`src/rtl/pio_port_bank_if.sv`:
```
// CPU/TED-side register bus for pio_port_bank: one-cycle strobe, address, direction, data.
// dout idles at 8'hFF so several slaves can be wired-ANDed onto the data bus.
interface pio_port_bank_if;
  logic        bus_en;
  logic [15:0] addr;
  logic        rw;
  logic [7:0]  din;
  logic [7:0]  dout;

  modport master (
    output bus_en,
    output addr,
    output rw,
    output din,
    input  dout
  );

  modport slave (
    input  bus_en,
    input  addr,
    input  rw,
    input  din,
    output dout
  );
endinterface

```
`src/rtl/pio_port_bank.sv`:
```
// Bank of 6529-style quasi-bidirectional 8-bit ports with input synchronisation, glitch
// filtering, per-bit edge capture and a maskable, wired-AND active-low interrupt.
module pio_port_bank #(
  parameter int unsigned NUM_PORTS     = 2,
  parameter logic [15:0] BASE_ADDR     = 16'hFD30,
  parameter int unsigned SYNC_STAGES   = 2,
  parameter int unsigned FILTER_CYCLES = 0
) (
  input  logic                   CLK28,
  input  logic                   RESET,
  pio_port_bank_if.slave         bus,
  input  logic [8*NUM_PORTS-1:0] port_in,
  output logic [8*NUM_PORTS-1:0] port_out,
  output logic                   irq_n
);

  localparam int unsigned W       = 8 * NUM_PORTS;
  localparam int unsigned IdxW    = (NUM_PORTS > 1) ? $clog2(NUM_PORTS) : 1;
  localparam logic [15:0] WinSize = 16'(4 * NUM_PORTS);

  logic [SYNC_STAGES-1:0][W-1:0] sync_q, sync_d;
  logic [W-1:0][7:0]             cnt_q, cnt_d;
  logic [W-1:0]                  filt_q, filt_d;
  logic [W-1:0]                  out_q, out_d;
  logic [W-1:0]                  imask_q, imask_d;
  logic [W-1:0]                  istat_q, istat_d;
  logic [W-1:0]                  pol_q, pol_d;
  logic                          irq_n_q, irq_n_d;

  logic [W-1:0]    s;
  logic [W-1:0]    upd;
  logic [W-1:0]    set;
  logic [W-1:0]    w1c;
  logic [15:0]     off;
  logic            in_win;
  logic            wr_en;
  logic [IdxW-1:0] ch;
  logic [1:0]      ra;
  logic [7:0]      rdata;

  // Window check on the wrapped offset covers both the below- and above-window cases.
  assign off    = bus.addr - BASE_ADDR;
  assign in_win = (off < WinSize);
  assign ch     = off[IdxW+1:2];
  assign ra     = off[1:0];
  assign wr_en  = bus.bus_en && !bus.rw && in_win;
  assign s      = sync_q[SYNC_STAGES-1];

  always_comb begin
    sync_d = {sync_q[SYNC_STAGES-2:0], port_in};

    filt_d = filt_q;
    cnt_d  = cnt_q;
    upd    = '0;
    for (int b = 0; b < W; b++) begin
      if (s[b] == filt_q[b]) begin
        cnt_d[b] = 8'd0;
      end else if (cnt_q[b] == 8'(FILTER_CYCLES)) begin
        filt_d[b] = s[b];
        cnt_d[b]  = 8'd0;
        upd[b]    = 1'b1;
      end else begin
        cnt_d[b] = cnt_q[b] + 8'd1;
      end
    end

    out_d   = out_q;
    imask_d = imask_q;
    pol_d   = pol_q;
    w1c     = '0;
    for (int i = 0; i < NUM_PORTS; i++) begin
      if (wr_en && (ch == IdxW'(i))) begin
        unique case (ra)
          2'd0: out_d[i*8 +: 8]   = bus.din;
          2'd1: imask_d[i*8 +: 8] = bus.din;
          2'd2: w1c[i*8 +: 8]     = bus.din;
          2'd3: pol_d[i*8 +: 8]   = bus.din;
        endcase
      end
    end

    // Accepted value equal to the polarity bit is the selected edge; a set beats a same-edge clear.
    set     = upd & ~(s ^ pol_q);
    istat_d = (istat_q & ~w1c) | set;
    irq_n_d = ~|(istat_q & imask_q);
  end

  always_comb begin
    rdata = 8'hFF;
    if (in_win && bus.rw) begin
      for (int i = 0; i < NUM_PORTS; i++) begin
        if (ch == IdxW'(i)) begin
          unique case (ra)
            2'd0: rdata = out_q[i*8 +: 8] & s[i*8 +: 8];
            2'd1: rdata = imask_q[i*8 +: 8];
            2'd2: rdata = istat_q[i*8 +: 8];
            2'd3: rdata = pol_q[i*8 +: 8];
          endcase
        end
      end
    end
  end

  always_ff @(posedge CLK28) begin
    if (RESET) begin
      sync_q  <= '1;
      filt_q  <= '1;
      cnt_q   <= '0;
      out_q   <= '1;
      imask_q <= '0;
      istat_q <= '0;
      pol_q   <= '0;
      irq_n_q <= 1'b1;
    end else begin
      sync_q  <= sync_d;
      filt_q  <= filt_d;
      cnt_q   <= cnt_d;
      out_q   <= out_d;
      imask_q <= imask_d;
      istat_q <= istat_d;
      pol_q   <= pol_d;
      irq_n_q <= irq_n_d;
    end
  end

  assign bus.dout = rdata;
  assign port_out = out_q;
  assign irq_n    = irq_n_q;

endmodule

```
`src/flat_wrapper.sv`:
```
// flat-port wrapper written by rule: the top's interface ports become plain ports
module pio_port_bank_flat 
#(
  parameter int unsigned NUM_PORTS     = 2,
  parameter logic [15:0] BASE_ADDR     = 16'hFD30,
  parameter int unsigned SYNC_STAGES   = 2,
  parameter int unsigned FILTER_CYCLES = 0
)
  (CLK28, RESET, port_in, port_out, irq_n, bus_bus_en, bus_addr, bus_rw, bus_din, bus_dout);
  pio_port_bank_if bus_i ();
  input  logic CLK28;
  input  logic RESET;
  input  logic [8*NUM_PORTS-1:0] port_in;
  output logic [8*NUM_PORTS-1:0] port_out;
  output logic irq_n;
  input wire logic [$bits(bus_i.bus_en)-1:0] bus_bus_en;
  input wire logic [$bits(bus_i.addr)-1:0] bus_addr;
  input wire logic [$bits(bus_i.rw)-1:0] bus_rw;
  input wire logic [$bits(bus_i.din)-1:0] bus_din;
  output wire logic [$bits(bus_i.dout)-1:0] bus_dout;
  assign bus_i.bus_en = bus_bus_en;
  assign bus_i.addr = bus_addr;
  assign bus_i.rw = bus_rw;
  assign bus_i.din = bus_din;
  assign bus_dout = bus_i.dout;
  pio_port_bank #(.NUM_PORTS(NUM_PORTS), .BASE_ADDR(BASE_ADDR), .SYNC_STAGES(SYNC_STAGES), .FILTER_CYCLES(FILTER_CYCLES)) u_core (.CLK28(CLK28), .RESET(RESET), .bus(bus_i), .port_in(port_in), .port_out(port_out), .irq_n(irq_n));
endmodule
```
`config.mk`:
```
export PLATFORM = sky130hd
export DESIGN_NAME = pio_port_bank_flat
export DESIGN_NICKNAME = d
export VERILOG_FILES = /design/src/rtl/pio_port_bank_if.sv /design/src/rtl/pio_port_bank.sv /design/src/flat_wrapper.sv
export SDC_FILE = /design/constraint.sdc
export NUM_CORES = 1
export LEC_CHECK = 0
export BUFFER_PORTS_ARGS = -buffer_cell sky130_fd_sc_hd__buf_2
export CORE_MARGIN = 8
export CORE_UTILIZATION = 61
export DETAILED_ROUTE_END_ITERATION = 12
export PLACE_DENSITY = 0.92
export SYNTH_ARGS = -nofsm -noshare
export SYNTH_HDL_FRONTEND = slang
export SYNTH_SLANG_ARGS = --single-unit
```
`constraint.sdc`:
```
create_clock -name CLK28 -period 4.8 [get_ports CLK28]
set_input_delay 0.24 -clock CLK28 [delete_from_list [all_inputs] [get_ports CLK28]]
set_output_delay 0.24 -clock CLK28 [all_outputs]
set_load 0.01 [all_outputs]
```
==> impl_metrics.yaml, run 1 <==
floorplanning:
  starting_density_pct: 62.4
  die_w_um: 149
  design.die.area_um2: 22100
  fp-row-count: 48
  pin_count: 69
  core_area_um2: 17200
  die_height_um: 149
final_layout:
  layout-area-overhead-vs-synth_pct: 13.0
  fin_area_um2: 12200
  layout.core_utilization_pct: 70.5
  drive_gt1_share_pct: 12.0
  finish.cell_count_without_fillers: 1470
  num-nets-final: 1303
  n_antenna_cell: 0
sta:
  setup_ws_ns: 2.07
  tightest_slew_ns: 1.34
  maxSlewHeadroom_pct: 10.2
  unrepaired_setup_endpoints_after_global_routing: "no"
  clock.fmax_mhz: 366
  skew_ns: 0.0163
  final_setup_violations: 0
  timing.final.crit_period_ns: 2.73
  finalCritPeriodShare_pct: 56.9
  final-max-slew-violation-count: 0
  final.setup.tns_ns: 0
  hold_viol_final: 0
setup_path:
  path_common_cell: "buf_2"
  critPathLaunchType: "primary input"
  setup.worst_path.class: "in -> out"
  worst_setup_path_end_kind: "output port"
  timing.critical_path.cells: "buf_2 > and4b_1 > nand4b_2 > nor2_1 > o221ai_1 > buf_2"
  cpMaxStageDelayCell: "nor2_1"
  crit_path_max_incr_delay_ns: 0.84
  path_max_fanout: 23
  critPathArrivalTime_ns: 2.49
  critical_path_required_ns: 4.56
detailed_routing:
  drt-vias-per-instance: 5.88
  detail_route.drc_violations: 0
  drt-pass1-iter-count: 7
  ant_nets: 0
  route.detailed.wl_per_inst_um: 17.3
  wl_mm: 25.4
  routed-via-count: 8637
  detail_route.iter0.violations: 750
global_routing:
  grt-ovfl-total: 0
  via_count_of_the_first_global_routing_pass: 8613
  antenna_violations_before_repair: 0
  grt_max_degree: 114
  globalRouteTotalUtil_pct: 22.2
  global_route_wire_length_before_repair_mm: 41.0
  global_route.usage.met2_pct: 39.1
  grt_use_met1_pct: 26.0
  global_route.peak_usage_layer: "met2"
  grt_util_met3_pct: 4.46
logic_synthesis:
  syn_area_um2: 10800
  post_synth.cell_area_avg_um2: 9.19
  synthTopCellsByCount: "dfxtp_1 (241), nor2_1 (162), nand3_1 (101)"
  ys_top_cells_by_area: "dfxtp_1 (45%), xor2_1 (6.3%), nor2_1 (5.7%)"
  number_of_register_bits_inferred_by_synthesis: 241
  netlist_instances: 1170
  synth_largest_type_area_fraction_pct: 44.9
  seq_area_frac_synth_pct: 44.9
  synth.distinct_cells: 47
  async_reset_ff_share_pct: 0
  most_used_flip_flop_cell_after_synthesis: "dfxtp_1"
  synth_enable_flop_cells: 0
  cell_with_the_most_instances_after_synthesis: "dfxtp_1"
  ys_warn_count: 0
  synthesis.nets: 1246
  netlist.top_cell.by_area: "dfxtp_1"
placed_design:
  place.detailed.hpwl_mm: 16.3
  gp_congestion: 0.934
  preCtsSetupSlack_ns: 2.11
  port-buffer-count: 68
  detailed_place.area_um2: 11100
  placed_instance_count: 1410
cts:
  cts.sink_count: 241
  tritoncts.num_buffers: 24
  clk_latency_ns: 0.52
  tritoncts: "yes"
  cts_post_setup_buffers_inserted: 0
  clock_tree.buffer_depth: 3
  clock_edge_transition_at_the_registers_on_the_reported_setup_and_hold_paths_ns: 0.06
  clock_tree.htree_level_count: 1
  clock_tree.root_cell: "clkbuf_16"
flow_run:
  max_cap_violations: 0
run_status:
  status: "finished, final reports clean"
power:
  p_per_area_nw_per_um2: 343
  static-leakage-power_nw: 4.88
  peakVddDrop_v: 0.000323
min_path:
  hp-class: "in -> reg"
-- sequential cells by signal (all words and copies together), names as in the netlist --
name	cells
u_core.istat_q	16
u_core.port_out	16
u_core.pol_q	16
u_core.filt_q	16
u_core.imask_q	16
u_core.s	16
u_core.cnt_q	128
u_core.sync_d	16
u_core.irq_n	1
-- stage by stage --
step                hold slack (ns)  power, W
floorplan                     0.344   0.00218
global placement              0.392   0.00223
detailed placement            0.394   0.00223
CTS                          0.0541   0.00417
global route                 0.0722   0.00426
finish                       0.0820   0.00416
-- critical path, delay by kind of cell --
kind	cells	cell delay, ns
simple gates	3	1.68
buf+inv	2	0.29
compound gates	1	0.26
-- routing by layer --
| layer | up-vias | share of wire (%) |
|---|---|---|
| li1 | 4103 | - |
| met1 | 4085 | 40 |
| met2 | 381 | 49 |
| met3 | 68 | 8.0 |
| met4 | 0 | 3.2 |
| met5 | - | 0 |
-- cell usage in the layout, fill, tap and decap left out, types with 5 or more instances in the layout --
cell	n
a211o_1	16
a211oi_1	5
a21oi_1	32
and3_1	37
and3b_1	14
buf_2	67
clkbuf_16	24
clkbuf_8	9
clkinv_2	5
dfxtp_1	241
dlygate4sd3_1	16
ha_1	32
inv_1	49
mux2i_1	56
nand2_1	13
nand2b_1	52
nand3_1	101
nor2_1	162
nor2b_1	17
nor3b_1	14
nor4_1	16
o21ai_0	21
o31ai_1	16
or2_2	32
or3_1	16
or4b_1	16
xnor2_1	35
xor2_1	77
-- cell type report --
type / count / area, um^2
clock buffers: 34 / 728
clock inverters: 10 / 118
fillers: 1187 / 5080
inverters: 49 / 184
multi-input cells: 824 / 5490
flip-flops and latches: 241 / 4820
well taps: 225 / 282
repair buffers: 87 / 526
-- repair_timing --
item,4_1_cts,5_1_grt
hold buffers,16,0
endpoints found under the setup margin,0,0
hold endpoints to repair,16,0
resized for setup,0,0
-- cell families after synthesis --
kind of cell,Yosys count,share of synthesized area [%]
xor gates and xnor gates,112,9.12
and+or+nand+nor,503,25.5
DFF,241,44.9
adders and majority gates,32,3.72
buffers and inverters,105,4.05
muxes,56,5.21
AOI/OAI and AO/OA,121,7.54
-- where the power goes --
group	switching, W	internal, W
logic	0.0000886	0.0000726
registers	0.0000240	0.00202
clock network	0.000787	0.00117
-- path summary, 6_finish.rpt --
path                          start  depth (start not counted)  slack, ns            endpoint
hold / removal           bus_din[0]                          3       0.08  u_core.port_out[0]
hold reg to reg   u_core.sync_d[19]                          1       0.41         u_core.s[3]
setup / recovery        bus_addr[6]                          6       2.07         bus_dout[2]
setup reg to reg   u_core.cnt_q[96]                          6       2.56    u_core.cnt_q[98]
Note: power is estimated with default switching activity, not from simulation.
==> run 2: changes to the inputs <==
clock period = 2.9 ns   (was 4.8 ns; I/O delays follow)
==> impl_metrics.yaml, run 2 (synthesis gave the netlist of run 1 again) <==
run_status:
  status: "finished, final reports clean"
floorplanning:
  die_height_um: 149
  die_w_um: 149
  fp-row-count: 48
  pin_count: 69
  design.die.area_um2: 22100
  starting_density_pct: 62.4
  core_area_um2: 17200
sta:
  finalCritPeriodShare_pct: 81.4
  skew_ns: 0.0134
  final-max-slew-violation-count: 0
  hold_viol_final: 0
  final.setup.tns_ns: 0
  timing.final.crit_period_ns: 2.36
  tightest_slew_ns: 0.961
  unrepaired_setup_endpoints_after_global_routing: "no"
  maxSlewHeadroom_pct: 35.9
  final_setup_violations: 0
  setup_ws_ns: 0.539
  clock.fmax_mhz: 424
placed_design:
  preCtsSetupSlack_ns: 0.722
  gp_congestion: 0.930
  place.detailed.hpwl_mm: 16.0
  detailed_place.area_um2: 11200
  port-buffer-count: 68
setup_path:
  worstSetupStartpoint: "u_core.cnt_q[104]"
  critPathArrivalTime_ns: 2.74
  path_max_fanout: 8
  reg2reg_from: "u_core.cnt_q[104]"
  crit_path_max_incr_delay_ns: 0.59
  critical_path_required_ns: 3.28
  timing.critical_path.cells: "inv_1 > ha_1 > or4b_1 > nor4_1 > or3_1 > nor2_1"
  rrSetupSlack_ns: 0.54
  r2r_end: "u_core.cnt_q[110]"
  critPathLaunchType: "register"
  cpMaxStageDelayCell: "nor4_1"
  timing.critical_path.buf_inv: 1
  critPathTopFamily: "simple AND/OR/NAND/NOR gates"
  worst_setup_path_end_kind: "register"
  setup.worst_path.class: "reg -> reg"
  crit_cells: 6
  reg2regPathDepth: 6
detailed_routing:
  route.detailed.wl_per_inst_um: 17.6
  ant_nets: 0
  wl_mm: 26.1
  detail_route.iter0.violations: 791
  detail_route.drc_violations: 0
  drt-vias-per-instance: 5.89
  routed-via-count: 8736
  drt-pass1-iter-count: 5
cts:
  cts.sink_count: 241
  tritoncts.num_buffers: 25
  clock_tree.root_cell: "clkbuf_16"
  clock_tree.htree_level_count: 1
  tritoncts: "yes"
  clk_latency_ns: 0.52
  clock_edge_transition_at_the_registers_on_the_reported_setup_and_hold_paths_ns: 0.06
  clock_tree.buffer_depth: 3
final_layout:
  max_flop_register: "u_core.cnt_q"
  fillCellCount: 1120
  largest_register_ffs: 128
  num-nets-final: 1316
  fin_area_um2: 12200
  drive_gt1_share_pct: 12.3
  layout.cells.most_common: "dfxtp_1"
  most-common-layout-cells: "dfxtp_1 (241), nor2_1 (162), nand3_1 (101)"
  layout-area-overhead-vs-synth_pct: 13.6
power:
  p_per_area_nw_per_um2: 557
  static-leakage-power_nw: 4.92
  peakVddDrop_v: 0.000489
  fin_total_pwr_w: 0.00680
min_path:
  min_delay_path_depth: 3
  hp-class: "in -> reg"
  worstHoldStart: "bus_din[3]"
  worst_hold_path.endpoint: "u_core.port_out[11]"
flow_run:
  max_cap_violations: 0
global_routing:
  grt-ovfl-total: 0
  via_count_of_the_first_global_routing_pass: 8514
  grt_max_degree: 111
  antenna_violations_before_repair: 0
  global_route_wire_length_before_repair_mm: 42.3
  globalRouteTotalUtil_pct: 23.0
## run 2: cell count changes in the layout (fill, tap and decap cells not counted)
cell,previous run,this run
buf_4,4,10
clkbuf_1,1,2
clkbuf_16,24,25
clkbuf_8,9,2
clkinv_2,5,12
clkinv_4,1,0
clkinv_8,1,0
clkinvlp_4,1,0
diode_2,0,1
dlygate4sd3_1,16,22
inv_6,0,2
## run 2: area by class of cell
class	instances	area (um^2)	area share (%)
diodes	1	2.50	0.0205
flip-flops and latches	241	4820	39.5
repair buffers	99	631	5.16
clock inverters	16	138	1.13
multi-input cells	824	5490	45.0
well taps	225	282	2.31
inverters	49	184	1.51
clock buffers	29	661	5.41
## run 2: per-stage QoR
stage          hold slack (ns)  utilization [%]  instances
6_report                0.0105             70.8       1484
3_5_place_dp             0.329             64.9       1416
3_3_place_gp             0.327             64.9       1416
4_1_cts               0.000779             70.8       1483
5_1_grt                0.00863             70.8       1483
2_1_floorplan            0.249                -       1170
## run 2: metal layers
| metal | vias up | GRT usage, % | routed length (um) |
|---|---|---|---|
| met4 | 0 | 8.83 | 884 |
| met5 | - | 0 | 0 |
| met3 | 77 | 3.76 | 1950 |
| met2 | 390 | 39.6 | 12600 |
| met1 | 4130 | 28.4 | 10700 |
| li1 | 4139 | - | - |
## run 2: how the worst max path moves through the flow
stage | end | slack (ns)
after CTS | u_core.cnt_q[77] | 0.74
after global placement | u_core.port_out[0] | 0.74
after floorplan | u_core.cnt_q[58] | 1.16
after global routing | u_core.cnt_q[110] | 0.40
final | u_core.cnt_q[110] | 0.54
after detailed placement | u_core.port_out[6] | 0.72
## run 2: tightest hold or removal path, stage by stage
cell and delay [ns]:
buf_2 0.14, nor2_1 0.08, mux2i_1 0.13
## run 2: timing repair
item / in CTS / in global routing
buffers inserted: 0 / 0
gates resized for setup: 0 / 0
hold buffers: 22 / 0
endpoints found under the hold margin: 27 / 0
## run 2: where the power goes
group	internal (W)	switching (W)
registers	0.00335	0.0000397
clock network	0.00181	0.00133
logic	0.000128	0.000144
total	0.00529	0.00151
